## src/rtl/clock_alarm_pkg.sv

```systemverilog
`timescale 1ns/1ps
// Shared widths, limits, FSM state type and alarm record for the multi-alarm clock.
package clock_alarm_pkg;

  localparam int HR_W   = 5;
  localparam int MIN_W  = 6;
  localparam int SEC_W  = 6;
  localparam int MAX_HR = 23;
  localparam int MAX_MS = 59;

  typedef enum logic [1:0] {
    IDLE   = 2'd0,
    RING   = 2'd1,
    SNOOZE = 2'd2
  } alarm_state_t;

  typedef struct packed {
    logic [HR_W-1:0]  hr;
    logic [MIN_W-1:0] min;
    logic             en;
  } alarm_t;

  function automatic logic valid_hm(input logic [HR_W-1:0] h, input logic [MIN_W-1:0] m);
    return (h <= HR_W'(MAX_HR)) && (m <= MIN_W'(MAX_MS));
  endfunction

  function automatic logic valid_time(input logic [HR_W-1:0] h, input logic [MIN_W-1:0] m,
                                      input logic [SEC_W-1:0] s);
    return valid_hm(h, m) && (s <= SEC_W'(MAX_MS));
  endfunction

  // hh:mm + delta minutes, wrapping at midnight; delta is at most 59 so one carry suffices.
  function automatic logic [HR_W+MIN_W-1:0] add_minutes(input logic [HR_W-1:0]  h,
                                                        input logic [MIN_W-1:0] m,
                                                        input logic [MIN_W-1:0] delta);
    logic [MIN_W:0]   m_sum;
    logic [HR_W-1:0]  h_out;
    logic [MIN_W-1:0] m_out;
    m_sum = {1'b0, m} + {1'b0, delta};
    h_out = h;
    m_out = m_sum[MIN_W-1:0];
    if (m_sum > (MIN_W+1)'(MAX_MS)) begin
      m_out = MIN_W'(m_sum - (MIN_W+1)'(MAX_MS + 1));
      h_out = (h == HR_W'(MAX_HR)) ? '0 : h + 1'b1;
    end
    return {h_out, m_out};
  endfunction

endpackage

```

## src/rtl/time_of_day_counter.sv

```systemverilog
`timescale 1ns/1ps
// Prescaled hh:mm:ss counter with validated load; exposes the next-state time so the
// alarm logic can act on the same edge that updates the display.
module time_of_day_counter
  import clock_alarm_pkg::*;
#(
  parameter int CLK_PER_SEC = 1
) (
  input  logic             clk,
  input  logic             rst,
  input  logic             set_en,
  input  logic [HR_W-1:0]  set_hr,
  input  logic [MIN_W-1:0] set_min,
  input  logic [SEC_W-1:0] set_sec,
  output logic [HR_W-1:0]  hr,
  output logic [MIN_W-1:0] min,
  output logic [SEC_W-1:0] sec,
  output logic             tick,
  output logic [HR_W-1:0]  nxt_hr,
  output logic [MIN_W-1:0] nxt_min,
  output logic [SEC_W-1:0] nxt_sec,
  output logic             nxt_tick,
  output logic             load_ok
);

  localparam int PS_W = (CLK_PER_SEC > 1) ? $clog2(CLK_PER_SEC) : 1;
  localparam logic [PS_W-1:0] PS_LAST = PS_W'(CLK_PER_SEC - 1);

  logic [PS_W-1:0] presc;
  logic [PS_W-1:0] nxt_presc;
  logic            wrap;

  always_comb begin
    wrap      = (presc == PS_LAST);
    load_ok   = set_en && valid_time(set_hr, set_min, set_sec);
    nxt_hr    = hr;
    nxt_min   = min;
    nxt_sec   = sec;
    nxt_tick  = 1'b0;
    nxt_presc = wrap ? '0 : presc + 1'b1;
    if (load_ok) begin
      nxt_hr    = set_hr;
      nxt_min   = set_min;
      nxt_sec   = set_sec;
      nxt_presc = '0;
    end else if (wrap) begin
      nxt_tick = 1'b1;
      if (sec == SEC_W'(MAX_MS)) begin
        nxt_sec = '0;
        if (min == MIN_W'(MAX_MS)) begin
          nxt_min = '0;
          nxt_hr  = (hr == HR_W'(MAX_HR)) ? '0 : hr + 1'b1;
        end else begin
          nxt_min = min + 1'b1;
        end
      end else begin
        nxt_sec = sec + 1'b1;
      end
    end
  end

  always_ff @(posedge clk or negedge rst) begin
    if (!rst) begin
      presc <= '0;
      hr    <= '0;
      min   <= '0;
      sec   <= '0;
      tick  <= 1'b0;
    end else begin
      presc <= nxt_presc;
      hr    <= nxt_hr;
      min   <= nxt_min;
      sec   <= nxt_sec;
      tick  <= nxt_tick;
    end
  end

endmodule

```

## src/rtl/fpga_multi_alarm_clock.sv

```systemverilog
`timescale 1ns/1ps
// Multi-alarm 24-hour clock: alarm register bank, lowest-index match priority,
// snooze target and the IDLE/RING/SNOOZE buzzer FSM.
module fpga_multi_alarm_clock
  import clock_alarm_pkg::*;
#(
  parameter int CLK_PER_SEC = 1,
  parameter int NUM_ALARMS  = 4,
  parameter int RING_SECS   = 60,
  parameter int SNOOZE_MIN  = 5,
  localparam int IDX_W = (NUM_ALARMS > 1) ? $clog2(NUM_ALARMS) : 1
) (
  input  logic             clk,
  input  logic             rst,
  input  logic             set_en,
  input  logic [HR_W-1:0]  set_hr,
  input  logic [MIN_W-1:0] set_min,
  input  logic [SEC_W-1:0] set_sec,
  input  logic             alarm_wr,
  input  logic [IDX_W-1:0] alarm_idx,
  input  logic [HR_W-1:0]  alarm_wr_hr,
  input  logic [MIN_W-1:0] alarm_wr_min,
  input  logic             alarm_wr_en,
  input  logic             snooze,
  input  logic             stop,
  output logic [HR_W-1:0]  hr,
  output logic [MIN_W-1:0] min,
  output logic [SEC_W-1:0] sec,
  output logic             tick,
  output logic             buzzer,
  output logic [IDX_W-1:0] active_idx,
  output logic             snoozing
);

  localparam int RC_W = $clog2(RING_SECS + 1);
  localparam logic [RC_W-1:0] RING_LOAD = RC_W'(RING_SECS);

  logic [HR_W-1:0]  nxt_hr;
  logic [MIN_W-1:0] nxt_min;
  logic [SEC_W-1:0] nxt_sec;
  logic             nxt_tick;
  logic             load_ok;

  alarm_t           alarms [NUM_ALARMS];
  alarm_state_t     state;
  logic [RC_W-1:0]  ring_cnt;
  logic [HR_W-1:0]  tgt_hr;
  logic [MIN_W-1:0] tgt_min;
  logic [HR_W-1:0]  snz_hr;
  logic [MIN_W-1:0] snz_min;
  logic             on_minute;
  logic             hit;
  logic [IDX_W-1:0] hit_idx;
  logic             tgt_hit;
  logic             wr_ok;

  time_of_day_counter #(
    .CLK_PER_SEC (CLK_PER_SEC)
  ) u_tod (
    .clk      (clk),
    .rst      (rst),
    .set_en   (set_en),
    .set_hr   (set_hr),
    .set_min  (set_min),
    .set_sec  (set_sec),
    .hr       (hr),
    .min      (min),
    .sec      (sec),
    .tick     (tick),
    .nxt_hr   (nxt_hr),
    .nxt_min  (nxt_min),
    .nxt_sec  (nxt_sec),
    .nxt_tick (nxt_tick),
    .load_ok  (load_ok)
  );

  // Matches look at the time the counter is about to show, so the buzzer rises with hh:mm:00.
  always_comb begin
    on_minute = nxt_tick && (nxt_sec == '0);
    hit       = 1'b0;
    hit_idx   = '0;
    for (int i = NUM_ALARMS - 1; i >= 0; i--) begin
      if (on_minute && alarms[i].en && (alarms[i].hr == nxt_hr) && (alarms[i].min == nxt_min)) begin
        hit     = 1'b1;
        hit_idx = IDX_W'(i);
      end
    end
    tgt_hit            = on_minute && (nxt_hr == tgt_hr) && (nxt_min == tgt_min);
    {snz_hr, snz_min}  = add_minutes(hr, min, MIN_W'(SNOOZE_MIN));
    wr_ok              = alarm_wr && valid_hm(alarm_wr_hr, alarm_wr_min);
  end

  // Out-of-range indices simply match no channel.
  always_ff @(posedge clk or negedge rst) begin
    if (!rst) begin
      for (int i = 0; i < NUM_ALARMS; i++) begin
        alarms[i] <= '0;
      end
    end else begin
      for (int i = 0; i < NUM_ALARMS; i++) begin
        if (wr_ok && (alarm_idx == IDX_W'(i))) begin
          alarms[i] <= '{hr: alarm_wr_hr, min: alarm_wr_min, en: alarm_wr_en};
        end
      end
    end
  end

  // The snooze target is only consulted in SNOOZE, which is always entered through this load.
  always_ff @(posedge clk) begin
    if (!load_ok && (state == RING) && !stop && snooze) begin
      tgt_hr  <= snz_hr;
      tgt_min <= snz_min;
    end
  end

  always_ff @(posedge clk or negedge rst) begin
    if (!rst) begin
      state      <= IDLE;
      buzzer     <= 1'b0;
      snoozing   <= 1'b0;
      active_idx <= '0;
      ring_cnt   <= '0;
    end else if (load_ok) begin
      state    <= IDLE;
      buzzer   <= 1'b0;
      snoozing <= 1'b0;
    end else begin
      case (state)
        IDLE: begin
          if (hit) begin
            state      <= RING;
            buzzer     <= 1'b1;
            active_idx <= hit_idx;
            ring_cnt   <= RING_LOAD;
          end
        end
        RING: begin
          if (stop) begin
            state  <= IDLE;
            buzzer <= 1'b0;
          end else if (snooze) begin
            state    <= SNOOZE;
            buzzer   <= 1'b0;
            snoozing <= 1'b1;
          end else if (nxt_tick) begin
            if (ring_cnt == RC_W'(1)) begin
              state  <= IDLE;
              buzzer <= 1'b0;
            end else begin
              ring_cnt <= ring_cnt - 1'b1;
            end
          end
        end
        SNOOZE: begin
          if (stop) begin
            state    <= IDLE;
            snoozing <= 1'b0;
          end else if (hit || tgt_hit) begin
            state    <= RING;
            buzzer   <= 1'b1;
            snoozing <= 1'b0;
            ring_cnt <= RING_LOAD;
            if (hit) begin
              active_idx <= hit_idx;
            end
          end
        end
        default: begin
          state    <= IDLE;
          buzzer   <= 1'b0;
          snoozing <= 1'b0;
        end
      endcase
    end
  end

endmodule

```

## config.mk

```make
export PLATFORM = sky130hd
export DESIGN_NAME = fpga_multi_alarm_clock
export DESIGN_NICKNAME = d
export VERILOG_FILES = /design/src/rtl/clock_alarm_pkg.sv /design/src/rtl/time_of_day_counter.sv /design/src/rtl/fpga_multi_alarm_clock.sv
export SDC_FILE = /design/constraint.sdc
export NUM_CORES = 1
export LEC_CHECK = 0
export BUFFER_PORTS_ARGS = -buffer_cell sky130_fd_sc_hd__buf_2
export CAP_MARGIN = 20
export CORE_ASPECT_RATIO = 1.5
export CORE_MARGIN = 4
export CORE_UTILIZATION = 59
export CTS_CLUSTER_DIAMETER = 80
export DETAILED_ROUTE_END_ITERATION = 6
export GPL_TIMING_DRIVEN = 0
export PLACE_DENSITY = 0.85
export SLEW_MARGIN = 15
export SYNTH_ARGS = -nofsm -noshare
export SYNTH_HDL_FRONTEND = slang
export SYNTH_HIERARCHICAL = 1
export SYNTH_SLANG_ARGS = --single-unit
```

## constraint.sdc

```tcl
create_clock -name clk -period 3.76 [get_ports clk]
set_clock_uncertainty 0.2 [all_clocks]
set_input_delay 0.188 -clock clk [delete_from_list [all_inputs] [get_ports clk]]
set_output_delay 0.188 -clock clk [all_outputs]
set_load 0.02 [all_outputs]
```

Word level (Yosys, flattened, before mapping). Cells that the tools add are included.

Register bits after elaboration: 90.

Reductions and logical operators: 40. Equal/unequal tests: 35. Add/sub/neg operators: 7. Multiplexer cells: 62. Bitwise logic cells: 1. $lt $le $gt $ge: 6.

Operator list (count): 6-bit 2-to-1 mux (15); 6-bit == test (5); 2-bit 2-to-1 mux (15); 5-bit 2-to-1 mux (6); 1-bit logical AND (27); 5-bit == test (5); 1-bit 2-to-1 mux (21); 6-bit <= comparator (second input constant) (3); 6-bit case mux with 3 select lines (1); 2-bit inequality test (second input constant) (8); 3-bit inequality test (second input constant) (5); 6-bit by 1-bit adder with 6-bit output (second input constant) (2); 6-bit == test (second input constant) (2); 4-bit AND reduction (3); 5-bit <= comparator (second input constant) (2); 9-bit AND reduction (1); 6-bit by 3-bit adder with 7-bit output (second input constant) (1); 7-bit by 6-bit > comparator with 1-bit output (second input constant) (1); 2-bit == test (second input constant) (3); 6-bit by 1-bit == test with 1-bit output (second input constant) (1); 6-bit zero test (1); 1-bit case mux with 3 select lines (2); 2-bit case mux with 3 select lines (1); 6-bit by 1-bit subtractor with 6-bit output (second input constant) (1); other kinds (16) (19).

Logic depth before layout (Yosys ltp). Gate-level depths: netlist of run 1.

Word-level depth: 19. Mapped depth: 13. Gate-level depth less buffers: 11.

Modules after synthesis. Netlist of run 1, hierarchy kept.

By module, submodules not included: fpga_multi_alarm_clock (cells an instance 343, area each 3963.8 um^2, times used 1); time_of_day_counter (cells an instance 119, area each 1047.3 um^2, times used 1).

Least setup slack after synthesis of run 1. No wires, ideal clock.

Path kind: register to register. Start point: register u_tod.min[0]. End point: register ring_cnt[1]. Slack: 256 ps. Clock period less this slack: 3504 ps. Required time: 3427 ps. Arrival time: 3171 ps. Cell stages (with the launch flop): 14. Cell sequence: dfrtp_1 > ha_1 > and4b_1 > buf_4 > nand4_4 > or4_1 > a31oi_1 > buf_2 > xnor2_1 > nand4_1 > nor4_4 > nor4_4 > a21oi_2 > o32ai_1.

Cells in the longest elaborated chain, start to end: 15.

Ends and longest elaborated chain: start, declared (line time_of_day_counter.sv:16) `output logic [MIN_W-1:0] min,`; start signal, assigned (line time_of_day_counter.sv:72) `min <= nxt_min;`; 6-bit == test (*) (line time_of_day_counter.sv:50) `if (min == MIN_W'(MAX_MS)) begin`; 5-bit 2-to-1 mux (*) (line time_of_day_counter.sv:50); 5-bit 2-to-1 mux (*) (line time_of_day_counter.sv:48) `if (sec == SEC_W'(MAX_MS)) begin`; 5-bit 2-to-1 mux (*) (line time_of_day_counter.sv:46) `end else if (wrap) begin`; 5-bit 2-to-1 mux (*) (line time_of_day_counter.sv:41) `if (load_ok) begin`; net nxt_hr[4] (line fpga_multi_alarm_clock.sv:38) `logic [HR_W-1:0] nxt_hr;`; 5-bit == test (line fpga_multi_alarm_clock.sv:83) `if (on_minute && alarms[i].en && (alarms[i].hr == nxt_hr) && (alarms[i].min == nxt_min)) begin`; 1-bit logical AND (2 in a row) (line fpga_multi_alarm_clock.sv:83); 1-bit 2-to-1 mux (4 in a row) (line fpga_multi_alarm_clock.sv:83); 1-bit logical OR (line fpga_multi_alarm_clock.sv:158) `end else if (hit || tgt_hit) begin`; 2-bit inequality test (no source line); 9-bit AND reduction (no source line) (*); end signal, assigned (line fpga_multi_alarm_clock.sv:150) `ring_cnt <= ring_cnt - 1'b1;`; end, declared (line fpga_multi_alarm_clock.sv:46) `logic [RC_W-1:0] ring_cnt;`.

The timed path passes the listed nets; every way through them passes the cells marked *. A chain may end at the register's enable or synchronous reset.

Final worst setup path of run 1.
Start point: register u_tod.min[1]. End point: register ring_cnt[1].

Same word-level chain as after synthesis.

==> results of run 1 <==
[registers in the layout, summed over array words and instances (netlist names)]
name,flops
buzzer,1
alarms,48
u_tod/hr,5
state,2
active_idx,2
u_tod/sec,6
ring_cnt,6
tgt_min,6
u_tod/tick,1
u_tod/min,6
tgt_hr,5
snoozing,1
[what timing repair did]
item                                    4_1_cts  5_1_grt
gates resized for setup                       2       23
pin swaps                                     2        7
hold endpoints to repair                    109        0
setup buffers                                 2        8
endpoints found under the setup margin        5       12
hold buffers                                 31        0
[cells in the mapped netlist (11+ instances only)]
cell type  number
nand2_1        33
nand3_1        16
nand4_1        17
edfxtp_1       11
buf_2          15
a21oi_1        13
o21ai_0        15
nor2_1         27
xnor2_1        61
inv_1          15
dfrtp_1        78
mux2_2         48
[final timing paths]
path                                            from                        end  slack (ns)  depth (start not counted)
min in group asynchronous                        rst    ring_cnt[3]$_DFFE_PN0P_        0.19                          2
max                           u_tod/min[1]$_DFF_PN0_    ring_cnt[1]$_DFFE_PN0P_        0.11                         13
max reg2reg                   u_tod/min[1]$_DFF_PN0_    ring_cnt[1]$_DFFE_PN0P_        0.11                         13
min                                             stop       state[0]$_DFFE_PN0P_        0.01                          3
max in group asynchronous                        rst     u_tod/min[1]$_DFF_PN0_        2.56                          3
min reg2reg                active_idx[0]$_DFFE_PN0P_  active_idx[0]$_DFFE_PN0P_        0.31                          1
[worst min-delay path: stages]
cell	delay [ns]
buf_2	0.14
a2111o_1	0.12
nand2b_1	0.06
[final cells by class]
| class | instances | area, um2 | area share |
|---|---|---|---|
| Clock buffer | 10 | 229 | 0.0369 |
| Clock inverter | 6 | 58.8 | 0.00948 |
| Buffer | 20 | 121 | 0.0196 |
| Sequential cell | 89 | 2290 | 0.369 |
| Multi-Input combinational cell | 337 | 2620 | 0.422 |
| Timing Repair Buffer | 101 | 706 | 0.114 |
| Tap cell | 105 | 131 | 0.0212 |
| Inverter | 15 | 56.3 | 0.00907 |
[metal layers]
layer / track usage / vias up
met2: 0.469 / 152
met5: 0 / -
met1: 0.298 / 1980
met3: 0.0489 / 28
met4: 0.123 / 0
li1: - / 1884
[stage by stage]
stage          utilization  total power, mW
2_1_floorplan            -             1.91
3_3_place_gp         0.666             2.13
3_5_place_dp         0.670             2.17
4_1_cts              0.746             3.08
5_1_grt              0.761             3.26
6_report             0.761             3.12
[report_power, final]
part	leakage [nW]	switching [mW]	internal (mW)
clock network	0.136	0.367	0.510
logic	1.49	0.477	0.449
registers	1.03	0.165	1.15
[cells by family after synthesis]
| logic type | after synthesis | share of synthesized area |
|---|---|---|
| DFF | 89 | 0.455 |
| muxes | 52 | 0.116 |
| AOI/OAI and AO/OA | 76 | 0.101 |
| and+or+nand+nor | 137 | 0.161 |
| xor gates and xnor gates | 62 | 0.108 |
| adders and majority gates | 10 | 0.0250 |
| buffers and inverters | 36 | 0.0330 |
==> impl_metrics.yaml, run 1 <==
yosys:
  synth.distinct_cells: 60
  yosys-top-cells-area: "dfrtp_1 39%, mux2_2 11%, xnor2_1 11%"
  ys.warnings.count: 6
  synth_top_area_share: 0.390
  syn_area_mm2: 0.00501
  ys_ff_latch: 89
  syn-instance-count: 462
  avgSynthCellArea_um2: 10.8
  synth_edf_count: 11
  synth_nets: 509
  synth-async-reset-ratio: 0.876
  dominantRegCellSynth: "dfrtp_1"
  yosysTopAreaCell: "dfrtp_1"
  yosysSeqAreaShare: 0.455
setup_path:
  cpPeakStageDelay_ns: 0.56
  cp_cell_sequence: "ha_2 > and4b_1 > buf_4 > nand4_4 > or4_4 > a31oi_4 > buf_6 > xnor2_1 > nand4_1 > nor4_4 > nor4_4 > a21oi_2 > o32ai_1"
  cpMostUsedCell: "nor4_4"
  crit_buf_inv: 2
  crit_type: "reg2reg"
  crit_family: "simple AND/OR/NAND/NOR gates"
  crit_slowest_cell: "or4_4"
  end_kind: "flip-flop"
  worstPathRequired_ns: 3.77
  cp.arrival_ns: 3.66
  startpoint_type: "flip-flop"
  cp_max_fo: 8
sta:
  timing.final.max_slew_violations: 0
  fin_ws_ns: 0.112
  fmax_mhz: 274
  slew_headroom: 0.621
  timing.final.crit_period_ns: 3.65
  period_share: 0.970
  worst_pin_slew_ns: 0.568
  holdWs_ns: 0.00976
  fin_setup_tns_ns: 0
  hold_viol_final: 0
  setup_viol_count_final: 0
flow_run:
  cap_violations: 0
placed_design:
  portBuffers: 58
  place_inst: 627
  place_area_mm2: 0.00547
  preCtsSetupSlack_ns: -0.0911
  dpl.hpwl_um: 8920
  place.gp.congestion: 0.842
pwr:
  ir_drop_mv: 0.363
  power_density_mw_per_mm2: 502
  cellLeakagePower_nw: 2.66
clock_tree:
  clock_latency_ns: 0.34
  cts_tree: "yes"
  clk_pin_slew_ns: 0.06
  ctsHtreeMaxLevel: 3
  numCtsBuffers: 9
  ctsRootBufferMaster: "clkbuf_16"
  clk_path_buf_depth: 2
  clock-sinks: 89
grt:
  grt_max_degree: 44
  grt.overflow.total: 0
  grtUsageTotal: 0.261
  grt_pass1_wl_um: 20800
  grt_pass1_vias: 4261
  antenna_found_initial: 0
floorplanning:
  core_mm2: 0.00816
  fp.dieW_um: 83.2
  pin_count: 59
  num_rows: 40
  die_h_um: 121
  start_util: 0.614
  dieArea_mm2: 0.0101
finish:
  layout-drive-gt1-share: 0.311
  antenna-diode-count: 0
  final_area_mm2: 0.00621
  final_common_cell: "dfrtp_1"
  final_cell_mix: "74 x dfrtp_1, 71 x buf_2, 61 x xnor2_1"
  final_nets: 620
  nFillCells: 500
  fin_cells: 683
  area_delta_synth_final_pct: 23.8
detailed_routing:
  ant_nets: 0
  met2_length_um: 6810
  wl_met1_um: 5070
  via_per_inst: 5.92
  totalWireLength_um: 12800
  vias: 4044
  drt_first_iter_violations: 236
  drt_pass1_iterations: 5
  top_layer: "met4"
  drc: 0
  detail_route.wl_per_cell_um: 18.7
  met3_length_um: 564
run_status:
  status: "finished, final reports clean"
hold_path:
  hp-class: "in2reg"
Note: power is estimated with default switching activity, not from simulation.
==> run 2, diff against run 1 <==
RECOVER_POWER = 100   (was unset)
==> run 2 against run 1 <==
  * The flow now finishes with violations (capacitance limit, slew limit)
  * Utilization is 0.41 points lower
  * Via count rose by 0.42%
  * Design area fell by 0.54%
  * Wire length is 0.25% lower
  * Cell count unchanged
  * Die area unchanged
  * Count of clock-buffer cells in the layout stayed put
  * Worst setup slack improved by 0.0047 ns
  * First-iteration DRC count shrank 6.4%
  * Register-to-register slack is essentially flat
  * Critical endpoint unchanged
==> impl_metrics.yaml, run 2 (synthesis gave the netlist of run 1 again) <==
run_status:
  status: "finished with violations"
  violations: "capacitance limit, slew limit"
finish:
  final_common_cell: "dfrtp_1"
  nFillCells: 517
  largest_reg_flops: 48
  final_nets: 620
  antenna-diode-count: 0
  multi_input_area_mm2: 0.00262
  seq_area_mm2: 0.00229
  layout-drive-gt1-share: 0.272
  area_delta_synth_final_pct: 23.2
  final_cell_mix: "74 x dfrtp_1, 61 x xnor2_1, 50 x buf_2"
  largest-register: "alarms"
pwr:
  power_density_mw_per_mm2: 503
  ir_drop_mv: 0.362
  cellLeakagePower_nw: 2.59
  p_total_mw: 3.10
clock_tree:
  clock-sinks: 89
  ctsRootBufferMaster: "clkbuf_16"
  ctsHtreeMaxLevel: 3
  clk_path_buf_depth: 2
  clock_latency_ns: 0.34
  numCtsBuffers: 9
  clk_pin_slew_ns: 0.06
  cts_tree: "yes"
detailed_routing:
  vias: 4061
  ant_nets: 0
  totalWireLength_um: 12700
  drc: 0
  drt_first_iter_violations: 221
  drt_pass1_iterations: 5
  via_per_inst: 5.95
  detail_route.wl_per_cell_um: 18.7
sta:
  fin_ws_ns: 0.117
  worst_pin_slew_ns: 2.37
  timing.final.max_slew_violations: 43
  hold_viol_final: 0
  fmax_mhz: 274
  timing.final.crit_period_ns: 3.64
  setup_viol_count_final: 0
  holdWs_ns: 0.0143
  slew_headroom: -0.581
  period_share: 0.969
setup_path:
  crit_type: "reg2reg"
  cpPeakStageDelay_ns: 0.56
  crit_slowest_cell: "or4_4"
  cpMostUsedCell: "nor4_4"
  crit_family: "simple AND/OR/NAND/NOR gates"
  startpoint_type: "flip-flop"
  crit_buf_inv: 2
  cp_cell_sequence: "ha_2 > and4b_1 > buf_4 > nand4_4 > or4_4 > a31oi_4 > buf_6 > xnor2_1 > nand4_1 > nor4_4 > nor4_4 > a21oi_2 > o32ai_1"
  cp_max_fo: 8
  worstPathRequired_ns: 3.77
  end_kind: "flip-flop"
  cp.arrival_ns: 3.65
placed_design:
  place.gp.congestion: 0.842
  portBuffers: 58
  dpl.hpwl_um: 8920
  preCtsSetupSlack_ns: -0.0911
hold_path:
  hp-class: "in2reg"
floorplanning:
  die_h_um: 121
  dieArea_mm2: 0.0101
  fp.dieW_um: 83.2
  start_util: 0.614
  core_mm2: 0.00816
  num_rows: 40
  pin_count: 59
grt:
  grt_max_degree: 44
  grt.overflow.total: 0
  antenna_found_initial: 0
  grtUsageTotal: 0.261
  grt_pass1_wl_um: 20800
  grt_pass1_vias: 4261
flow_run:
  cap_violations: 1
==> run 2: area by class of cell <==
class	count	area share
multi-input cells	337	0.424
clock buffers	10	0.0371
plain buffers	20	0.0195
well taps	105	0.0213
repair buffers	101	0.109
flip-flops and latches	89	0.371
clock inverters	6	0.00953
inverters	15	0.00912
==> run 2: final timing paths <==
| path | start | end | slack, ns | depth (start not counted) |
|---|---|---|---|---|
| hold / removal | stop | state[0]$_DFFE_PN0P_ | 0.01 | 3 |
| setup / recovery | u_tod/min[1]$_DFF_PN0_ | ring_cnt[1]$_DFFE_PN0P_ | 0.12 | 13 |
| hold reg to reg | buzzer$_DFFE_PN0P_ | buzzer$_DFFE_PN0P_ | 0.31 | 1 |
| max in group asynchronous | rst | alarms[10]$_DFFE_PN0P_ | 1.10 | 2 |
| setup reg to reg | u_tod/min[1]$_DFF_PN0_ | ring_cnt[1]$_DFFE_PN0P_ | 0.12 | 13 |
| min in group asynchronous | rst | ring_cnt[3]$_DFFE_PN0P_ | 0.92 | 2 |
==> run 2: repair_timing <==
item                                   CTS  global route
endpoints found under the hold margin  109             0
setup buffers                            2             8
pin swaps                                2             7
resized for setup                        2            23
setup endpoints to repair                5            12
hold buffers                            31             0
cloned                                   0             0
==> run 2: routing by layer <==
layer / wire [um] / vias up / GRT usage
met1: 5000 / 1998 / 0.298
met2: 6820 / 154 / 0.469
met4: 343 / 0 / 0.123
met3: 585 / 27 / 0.0489
li1: - / 1882 / -
met5: 0 / - / 0
==> run 2: stage by stage <==
stage	TNS (ns)	cells	util	cell area [um2]
2_1_floorplan	0	462	-	5010
3_3_place_gp	-0.154	625	0.666	5430
3_5_place_dp	-0.261	627	0.670	5470
4_1_cts	0	676	0.746	6080
5_1_grt	-0.0267	683	0.757	6170
6_report	0	683	0.757	6170
==> run 2: worst register-to-register path: cells and delay by family, from the launching register on <==
| family | cells | cell delay (ns) |
|---|---|---|
| and+or+nand+nor | 6 | 1.62 |
| DFF | 1 | 0.41 |
| adders and majority gates | 1 | 0.21 |
| AOI/OAI and AO/OA | 3 | 0.59 |
| xor gates and xnor gates | 1 | 0.18 |
| buffers and inverters | 2 | 0.30 |
==> run 2: report_power, final <==
group          leakage (nW)  internal [mW]  switching, mW
Sequential             1.03           1.15          0.166
Combinational          1.42          0.438          0.478
Clock                 0.136          0.510          0.363
Total                  2.59           2.10           1.01
==> run 3, diff against run 2 <==
ABC_CLOCK_PERIOD_IN_PS = 3760   (was unset)
RECOVER_POWER = 50   (was 100)
==> run 3 against run 2 <==
  * The flow still finishes with violations (capacitance limit, slew limit)
  * Global-route usage unchanged
  * Count of clock-buffer cells in the layout unchanged
  * Maximum frequency about the same
  * Critical endpoint unchanged
==> impl_metrics.yaml, run 3 (synthesis gave the netlist of run 1 again) <==
detailed_routing:
  vias: 4032
  drc: 0
  via_per_inst: 5.90
  drt_pass1_iterations: 7
  totalWireLength_um: 12800
  drt_first_iter_violations: 243
  detail_route.wl_per_cell_um: 18.7
  ant_nets: 0
floorplanning:
  fp.dieW_um: 83.2
  core_mm2: 0.00816
  die_h_um: 121
  pin_count: 59
  start_util: 0.614
  dieArea_mm2: 0.0101
  num_rows: 40
sta:
  period_share: 0.970
  timing.final.max_slew_violations: 43
  timing.final.crit_period_ns: 3.65
  fin_ws_ns: 0.114
  slew_headroom: -0.575
  hold_viol_final: 0
  worst_pin_slew_ns: 2.36
  holdWs_ns: 0.0138
  setup_viol_count_final: 0
  fmax_mhz: 274
  fin_setup_tns_ns: 0
setup_path:
  crit_type: "reg2reg"
  crit_slowest_cell: "or4_1"
  startpoint_type: "flip-flop"
  cp_cell_sequence: "ha_2 > and4b_2 > nand2_2 > or4_1 > a31oi_4 > buf_6 > xnor2_1 > nand4_1 > nor4_4 > nor4_4 > a21oi_2 > o32ai_1"
  cpMostUsedCell: "nor4_4"
  cp_max_fo: 7
  cp.arrival_ns: 3.66
  worstPathRequired_ns: 3.77
  critPathLaunch: "u_tod/sec[0]$_DFF_PN0_"
  r2r_start: "u_tod/sec[0]$_DFF_PN0_"
  cpPeakStageDelay_ns: 0.58
  end_kind: "flip-flop"
finish:
  layout-drive-gt1-share: 0.280
  largest-register: "alarms"
  largest_reg_flops: 48
  fin_util: 0.757
  final_cell_mix: "74 x dfrtp_1, 61 x xnor2_1, 55 x buf_2"
  area_delta_synth_final_pct: 23.3
  fin_cells: 683
  final_nets: 620
  final_area_mm2: 0.00618
  antenna-diode-count: 0
  final_common_cell: "dfrtp_1"
grt:
  grt_max_degree: 44
  grtUsageTotal: 0.261
  grt.overflow.total: 0
  grt_pass1_vias: 4261
  antenna_found_initial: 0
  grt_pass1_wl_um: 20800
hold_path:
  hp-start: "stop"
  hp-class: "in2reg"
flow_run:
  cap_violations: 1
pwr:
  power_density_mw_per_mm2: 502
  ir_drop_mv: 0.362
  cellLeakagePower_nw: 2.60
  p_total_mw: 3.10
run_status:
  status: "finished with violations"
  violations: "capacitance limit, slew limit"
placed_design:
  place.gp.congestion: 0.842
  preCtsSetupSlack_ns: -0.0911
  place_area_mm2: 0.00547
  dpl.hpwl_um: 8920
  portBuffers: 58
  place_inst: 627
clock_tree:
  ctsRootBufferMaster: "clkbuf_16"
  clk_path_buf_depth: 2
  clock_latency_ns: 0.34
  cts_tree: "yes"
  numCtsBuffers: 9
  clock-sinks: 89
  ctsHtreeMaxLevel: 3
  clk_pin_slew_ns: 0.06
## run 3: changes by cell type in the layout (fill, tap and decap cells not counted), sizes merged
| cell | delta |
|---|---|
| clkbuf | -5 |
| buf | +5 |
## run 3: per-layer routing
metal,global-route usage,wire [um],vias to the layer above
met5,0,0,-
met4,0.123,332,0
met3,0.0489,547,28
met2,0.469,6870,136
met1,0.298,5020,1987
li1,-,-,1881
## run 3: layout make-up
class                   instances  area (um2)
flip-flops and latches         89        2290
fillers                       515        1980
repair buffers                101         678
well taps                     105         131
inverters                      15        56.3
multi-input cells             337        2620
clock inverters                 6        58.8
clock buffers                  10         229
plain buffers                  20         121
## run 3: where the power goes
part | total (mW) | switching, mW | internal (mW)
registers | 1.31 | 0.166 | 1.15
logic | 0.917 | 0.478 | 0.439
clock network | 0.872 | 0.362 | 0.510
total | 3.10 | 1.01 | 2.10
## run 3: repair_timing
item	in CTS	in global routing
endpoints found under the hold margin	109	0
setup buffers	2	8
pin swaps	2	7
endpoints found under the setup margin	5	12
gates resized for setup	2	23
hold buffers	31	0
## run 3: final timing paths
path,to,slack (ns),cells after the start
worst max-delay path,ring_cnt[1]$_DFFE_PN0P_,0.11,12
worst min-delay path,state[0]$_DFFE_PN0P_,0.01,3
worst max register to register,ring_cnt[1]$_DFFE_PN0P_,0.11,12
worst min register to register,ring_cnt[5]$_DFFE_PN0P_,0.31,1
max in group asynchronous,alarms[10]$_DFFE_PN0P_,1.11,2
min in group asynchronous,ring_cnt[3]$_DFFE_PN0P_,0.91,2
## run 3: critical path, delay by kind of cell, from the launching register on
family | cells | cell delay, ns
DFF | 1 | 0.40
buffers and inverters | 1 | 0.16
xor gates and xnor gates | 1 | 0.16
adders and majority gates | 1 | 0.24
AOI/OAI and AO/OA | 3 | 0.61
and+or+nand+nor | 6 | 1.73
